**src/rtl/imm_ext_pipe.sv**
```systemverilog
// Pipelined immediate-extension stage between decode and execute.
// Valid/ready on both sides; a one-entry skid buffer absorbs a single cycle of backpressure.
module imm_ext_pipe #(
  parameter int IN_W  = 16,
  parameter int OUT_W = 32
) (
  input  logic             clk,
  input  logic             reset,
  input  logic             in_valid,
  output logic             in_ready,
  input  logic [IN_W-1:0]  in_data,
  input  logic [1:0]       in_mode,
  output logic             out_valid,
  input  logic             out_ready,
  output logic [OUT_W-1:0] out_data,
  output logic [1:0]       out_mode
);

  typedef enum logic [1:0] {
    MODE_SIGN = 2'b00,
    MODE_ZERO = 2'b01,
    MODE_LUI  = 2'b10,
    MODE_BR2  = 2'b11
  } mode_e;

  localparam int PAD_W = OUT_W - IN_W;

  logic [OUT_W-1:0] sign_val;
  logic [OUT_W-1:0] zero_val;
  logic [OUT_W-1:0] lui_val;
  logic [OUT_W-1:0] br2_val;
  logic [OUT_W-1:0] ext_val;

  logic [OUT_W-1:0] skid_data;
  logic [1:0]       skid_mode;
  logic             skid_full;
  logic             skid_full_n;

  logic in_fire;
  logic out_free;

  // Size casts avoid zero-width replications when OUT_W == IN_W.
  assign sign_val = OUT_W'($signed(in_data));
  assign zero_val = OUT_W'(in_data);
  assign lui_val  = zero_val << PAD_W;
  assign br2_val  = sign_val << 2;

  always_comb begin
    ext_val = sign_val;
    case (mode_e'(in_mode))
      MODE_SIGN: ext_val = sign_val;
      MODE_ZERO: ext_val = zero_val;
      MODE_LUI:  ext_val = lui_val;
      MODE_BR2:  ext_val = br2_val;
      default:   ext_val = sign_val;
    endcase
  end

  assign in_fire  = in_valid && in_ready;
  assign out_free = out_ready || !out_valid;

  always_comb begin
    skid_full_n = skid_full;
    if (in_fire && !out_free) begin
      skid_full_n = 1'b1;
    end else if (out_free && !in_fire) begin
      skid_full_n = 1'b0;
    end
  end

  always_ff @(posedge clk) begin
    if (reset) begin
      out_valid <= 1'b0;
      out_data  <= '0;
      out_mode  <= '0;
      skid_full <= 1'b0;
      skid_data <= '0;
      skid_mode <= '0;
      in_ready  <= 1'b0;
    end else begin
      if (out_free) begin
        if (skid_full) begin
          out_data  <= skid_data;
          out_mode  <= skid_mode;
          out_valid <= 1'b1;
          if (in_fire) begin
            skid_data <= ext_val;
            skid_mode <= in_mode;
          end
        end else if (in_fire) begin
          out_data  <= ext_val;
          out_mode  <= in_mode;
          out_valid <= 1'b1;
        end else begin
          out_valid <= 1'b0;
        end
      end else if (in_fire) begin
        skid_data <= ext_val;
        skid_mode <= in_mode;
      end
      skid_full <= skid_full_n;
      // Registered from next-state skid occupancy, so out_ready never reaches in_ready combinationally.
      in_ready  <= !skid_full_n;
    end
  end

endmodule

```
**config.mk**
```make
export PLATFORM = sky130hd
export DESIGN_NAME = imm_ext_pipe
export DESIGN_NICKNAME = d
export VERILOG_FILES = /design/src/rtl/imm_ext_pipe.sv
export SDC_FILE = /design/constraint.sdc
export NUM_CORES = 1
export LEC_CHECK = 0
export ABC_CLOCK_PERIOD_IN_PS = 1800
export CORE_MARGIN = 1
export CORE_UTILIZATION = 30
export DETAILED_ROUTE_END_ITERATION = 10
export DONT_BUFFER_PORTS = 1
export SYNTH_ARGS = -nofsm -noshare
export SYNTH_HDL_FRONTEND = slang
export SYNTH_SLANG_ARGS = --single-unit
```
**constraint.sdc**
```tcl
create_clock -name clk -period 1.8 [get_ports clk]
set_input_delay 0.36 -clock clk [delete_from_list [all_inputs] [get_ports clk]]
set_output_delay 0.36 -clock clk [all_outputs]
set_load 0.01 [all_outputs]
```
==> results of run 1 <==
## worst max path at each step
| stage | cells past startpoint | slack [ps] | to |
|---|---|---|---|
| floorplan | 6 | 370 | out_data[11] |
| global placement | 4 | -20 | out_data[7] |
| detailed placement | 4 | -70 | out_data[18] |
| CTS | 4 | 10 | out_data[26] |
| global route | 5 | 50 | skid_data[8] |
| finish | 5 | 210 | skid_data[17] |
## cells by family (layout without fill, tap and decap cells)
| kind of cell | Yosys count | count (layout) | share of synthesized area (%) |
|---|---|---|---|
| AOI/OAI and AO/OA | 133 | 133 | 30.24 |
| buffers and inverters | 35 | 28 | 5.360 |
| muxes | 3 | 3 | 0.9820 |
| DFF | 71 | 71 | 46.48 |
| and+or+nand+nor | 105 | 105 | 16.94 |
## registers in the layout, indices dropped and copies added, names as in the netlist
name / cells
skid_mode: 2
out_mode: 2
out_valid: 1
in_ready: 1
skid_full: 1
out_data: 32
skid_data: 32
## power by group through the flow
stage | sequential, mW | combinational, mW | clock (mW)
after CTS | 1.68 | 0.244 | 1.57
final | 1.68 | 0.243 | 1.54
after floorplan | 1.70 | 0.215 | 0
after global placement | 1.71 | 0.238 | 0
after detailed placement | 1.71 | 0.243 | 0
after global routing | 1.68 | 0.275 | 1.65
## layer usage
layer | routed length (um) | vias to the layer above
met4 | 117 | 0
met2 | 3569 | 65
met1 | 3566 | 1177
li1 | - | 1238
met3 | 495 | 10
met5 | 0 | -
## per-stage QoR
step / std cells / utilization (%) / area (um^2) / setup slack [ps]
floorplan: 347 / - / 3058 / 365.9
global placement: 457 / 32.14 / 3156 / -17.77
detailed placement: 457 / 32.14 / 3156 / -68.81
CTS: 473 / 34.62 / 3400 / 13.01
global route: 473 / 34.67 / 3405 / 50.91
finish: 473 / 34.67 / 3405 / 205.2
## area by class of cell
cell class              count  area share, %
repair buffers             10          2.573
well taps                 133          4.888
inverters                   2         0.2205
flip-flops and latches     71          41.75
clock inverters             7          3.528
clock buffers               9          3.638
multi-input cells         241          43.40
## layout by cell type (no fill, tap or decap), types with 2 or more instances in the layout
cell and instances:
a22oi_1 14, dfxtp_1 71, o211ai_1 2, a311oi_1 15, a211oi_1 19, nor3b_1 2, buf_4 9, clkbuf_8 9
bufinv_16 3, mux2i_1 3, and2_1 2, nand2_1 23, a22o_1 28, nand3_1 3, a21oi_1 22, o21ai_0 29
nor2b_1 29, nor2_1 38
## timing repair
item,in CTS,in global routing
setup endpoints to repair,0,28
resized for setup,0,1
hold buffers,0,0
==> key figures, run 1 <==
GRT
  – Vias in the first global route: 2283
  – Gr ovfl total: 0
  – Overall Global Routing Usage: 15.61%
  – Met2 usage: 24.21%
  – Largest net degree at the start of global routing: 62
  – Grt met3 use: 5.288%
  – Antenna violations before repair: 0
  – First-pass GRT wire length: 12.43 mm
  – Routing usage on met1: 20.12%
  – Busiest grt layer: met2

Timing
  – RSZ-0062 raised after global routing: false
  – Setup Viol. Count Final: 0
  – Headroom to the max-slew limit: 55.83%
  – Fmax: 627.0 MHz
  – Tmin final: 1595 ps
  – Max-slew violations: 0
  – Hold Fails Final Rpt: 0
  – Sum of negative setup slack: 0 ps
  – Period Utilization, post-route: 88.60%
  – WHS: 85.94 ps
  – Least-Margin Pin Slew: 660.9 ps
  – Layout Skew: 4.918 ps

Min path
  – Min-Delay Path Depth: 1
  – Hold Path Class: primary input to flop
  – HP Start: reset
  – Hold EP: skid_data[27]

Routing
  – Via count: 2490
  – Pre-antenna DRT Iters: 4
  – Wirelength per Cell: 16.38 um
  – Post-route ant nets: 0
  – Drt initial violations: 124
  – Post-DR vias/cell: 5.264
  – DRC errors left: 0
  – Detailed Route WL: 7.749 mm

Critical path
  – Critical Path End Type: flop
  – Worst-path fanout max: 61
  – FF-to-FF setup slack: 210 ps
  – WP buf/inv: 2
  – Reg2reg end: skid_data[17]
  – Critical Path RT: 2050 ps
  – WP data arrival: 1840 ps
  – CP Class: flop to flop
  – Max incr delay on CP: 350 ps
  – Cell family with most CP delay: buffers and inverters
  – CP startpoint: skid_full
  – Reg-to-reg startpoint: skid_full
  – Critical Path Source Type: flop
  – Reg2Reg Depth: 5
  – Cell-by-cell trace of the critical path: buf_4 > o211a_1 > buf_12 > nor2_1 > a311oi_1
  – Crit path max-delay cell type: dfxtp_1

Clock tree
  – Clock Latency Late Sink: 350 ps
  – H-tree depth: 3
  – Setup bufs post-CTS: 0
  – Clk pin slew, worst setup/hold paths: 80 ps
  – CTS Buffer Depth: 2
  – # clock sinks: 71
  – CTS root buf: clkbuf_8
  – Num CTS Buffers: 9
  – CTS tree: done

Floorplanning
  – Die Y: 103.0 um
  – Ports: 58
  – Row Count: 36
  – Horiz. Die Dim: 103.0 um
  – Area of the die: 10600 um^2
  – CORE AREA: 9819 um^2
  – Starting Density: 31.14%

Power
  – NetSw: 811.2 uW
  – Pint: 2.651 mW
  – Sequential power share: 48.4%
  – Sw Share: 23.43%
  – Clock network power share: 44.6%
  – LEAKAGE: 1.165 nW
  – Comb pwr share: 7.0%
  – P per Cell Area: 1017 nW/um^2
  – Max IR drop VDD: 0.5605 mV
  – Total power: 3.462 mW

Yosys
  – Number of flops mapped to enable cells by yosys: 0
  – Post-synth top area share: 46.48%
  – Post-synth ARST share: 0%
  – Synth Area per Inst: 8.812 um^2
  – Mapped Nets: 369
  – Commonest cells post-synth: dfxtp_1, nor2_1, nor2b_1, o21ai_0, a22o_1
  – Top-count cell post-synth: dfxtp_1
  – Sequential fraction of the synthesis area: 46.48%
  – FF+latch count, synth: 71
  – Most used DFF post-synth: dfxtp_1
  – Synth Instances: 347
  – Synth warn: 0
  – Post-Synthesis Cell Area: 3058 um^2
  – Largest cells by area after synthesis: dfxtp_1, a22o_1, nor2b_1
  – Dominant cell type by area after synthesis: dfxtp_1
  – Yosys cell types: 33

Final layout
  – Syn-to-layout area delta: 11.33%
  – Fill count: 1060
  – # diodes: 0
  – Multi-input logic area: 1478 um^2
  – Fin nets: 357
  – Layout cells sized above 1: 9.118%
  – Reg area: 1421 um^2

Placement
  – # port buffers: 0
  – Placer Congestion: 0.7564
  – DPL Wire Length: 5.246 mm

Status
  – Run status: completed

Flow run
  – Total of max-cap violations: 0
(Power assumes the default switching activity.)
==> run 2, diff against run 1 <==
Settings changed: CORE_ASPECT_RATIO from default to 1.1.
==> run 2 against run 1 <==
Compared with the run above:
- the flow now finishes with violations (design-rule violations)
- cell count down 3.0%
- fmax up 0.51%
- clock power down 19%
- global-route usage down 0.51 points
- via count down 0.84%
- combinational power about the same
- clock skew up 3.7 ps
- first-iteration DRC count up 39%
- non-clock buffer count down 1
- wire length down 0.12%
- sequential share of layout area up 0.83 points
- cell area down 1.9%
==> key figures, run 2 (synthesis gave the netlist of run 1 again) <==
Placement
  – # port buffers: 0
  – DPL Wire Length: 5.082 mm
  – Placer Congestion: 0.7779

Timing
  – WHS: 67.53 ps
  – Fmax: 630.2 MHz
  – RSZ-0062 raised after global routing: false
  – Headroom to the max-slew limit: 57.05%
  – Layout Skew: 8.631 ps
  – Hold Fails Final Rpt: 0
  – Max-slew violations: 0
  – Least-Margin Pin Slew: 642.8 ps
  – Tmin final: 1587 ps
  – Period Utilization, post-route: 88.15%
  – Setup Viol. Count Final: 0

Critical path
  – Critical Path End Type: flop
  – Cell family with most CP delay: buffers and inverters
  – WP data arrival: 1850 ps
  – Crit path max-delay cell type: dfxtp_1
  – Max incr delay on CP: 400 ps
  – Worst-path fanout max: 61
  – Critical Path Source Type: flop
  – CP Class: flop to flop
  – WP buf/inv: 2
  – Cell-by-cell trace of the critical path: buf_12 > o211a_1 > buf_12 > nor2_1 > a311oi_1
  – Most Frequent Cell on Critical Path: buf_12
  – Critical Path RT: 2060 ps

Clock tree
  – CTS Buffer Depth: 2
  – Clk pin slew, worst setup/hold paths: 80 ps
  – CTS tree: done
  – Clock Latency Late Sink: 350 ps
  – Num CTS Buffers: 9
  – H-tree depth: 3
  – # clock sinks: 71
  – CTS root buf: clkbuf_8
  – Setup bufs post-CTS: 0

Floorplanning
  – Horiz. Die Dim: 98.26 um
  – Ports: 58
  – Area of the die: 10600 um^2
  – Starting Density: 30.92%
  – Row Count: 38
  – CORE AREA: 9889 um^2
  – Die Y: 107.9 um

Power
  – Sw Share: 25.44%
  – Max IR drop VDD: 0.4921 mV
  – Comb pwr share: 7.6%
  – Clock network power share: 39.5%
  – Sequential power share: 52.9%
  – NetSw: 806.0 uW
  – Total power: 3.169 mW
  – P per Cell Area: 949.2 nW/um^2
  – Pint: 2.363 mW
  – LEAKAGE: 1.139 nW

GRT
  – First-pass GRT wire length: 12.39 mm
  – Antenna violations before repair: 0
  – Gr ovfl total: 0
  – Routing usage on met1: 18.58%
  – Vias in the first global route: 2379
  – Met2 usage: 23.54%
  – Largest net degree at the start of global routing: 62
  – Overall Global Routing Usage: 15.10%
  – Busiest grt layer: met2
  – Grt met3 use: 5.584%

Routing
  – Pre-antenna DRT Iters: 9
  – DRC errors left: 3
  – Post-route ant nets: 0
  – Detailed Route WL: 7.740 mm
  – Wirelength per Cell: 16.86 um
  – Drt initial violations: 172
  – Post-DR vias/cell: 5.379
  – Via count: 2469

Final layout
  – Most frequent cells in the layout: dfxtp_1, nor2_1, o21ai_0, nor2b_1, a22o_1
  – Syn-to-layout area delta: 9.165%
  – Layout cells sized above 1: 8.555%
  – Fin nets: 356
  – Most common cell after layout, fill and taps aside: dfxtp_1
  – Largest regs: out_data x32, skid_data x32
  – # diodes: 0

Status
  – Run status: complete, but fails checks
  – Failing checks: design-rule violations

Flow run
  – Total of max-cap violations: 0

Min path
  – Hold Path Class: primary input to flop
==> run 2: worst paths after layout <==
kind | startpoint | endpoint | slack, ps | cells after the start
max | skid_full | skid_data[22] | 210 | 5
min | reset | skid_mode[1] | 70 | 1
max reg2reg | skid_full | skid_data[22] | 210 | 5
min reg2reg | skid_data[31] | skid_data[31] | 460 | 2
==> run 2: cell type report <==
cell class	count	area (um^2)
clock buffers	10	127.6
clock inverters	6	61.31
fillers	1025	6551
inverters	2	7.507
multi-input cells	241	1478
flip-flops and latches	71	1421
well taps	120	150.1
repair buffers	9	92.59
==> run 2: through the flow <==
| stage | util (%) | TNS, ps | setup slack (ps) | cell area, um^2 | instances |
|---|---|---|---|---|---|
| 6_report | 33.76 | 0 | 213.2 | 3338 | 459 |
| 5_1_grt | 33.76 | 0 | 36.32 | 3338 | 459 |
| 4_1_cts | 33.63 | 0 | 6.972 | 3326 | 459 |
| 3_5_place_dp | 31.67 | -1711 | -78.25 | 3132 | 443 |
| 3_3_place_gp | 31.67 | 0 | 9.049 | 3132 | 443 |
| 2_1_floorplan | - | 0 | 365.9 | 3058 | 347 |
==> run 2: layer usage <==
| layer | routed length [um] | vias to the layer above |
|---|---|---|
| li1 | - | 1236 |
| met1 | 3426 | 1146 |
| met2 | 3591 | 79 |
| met3 | 601 | 8 |
| met4 | 121 | 0 |
| met5 | 0 | - |
==> run 2: repair_timing <==
| action | in CTS | in global routing |
|---|---|---|
| hold buffers | 0 | 0 |
| resized for setup | 1 | 4 |
| cloned | 0 | 0 |
| endpoints found under the setup margin | 7 | 30 |
==> run 2: power groups by stage <==
stage | registers [mW] | logic, mW | clock network (mW)
final | 1.68 | 0.242 | 1.25
after global routing | 1.68 | 0.275 | 1.35
after CTS | 1.68 | 0.246 | 1.28
after detailed placement | 1.71 | 0.243 | 0
after global placement | 1.71 | 0.238 | 0
after floorplan | 1.70 | 0.215 | 0
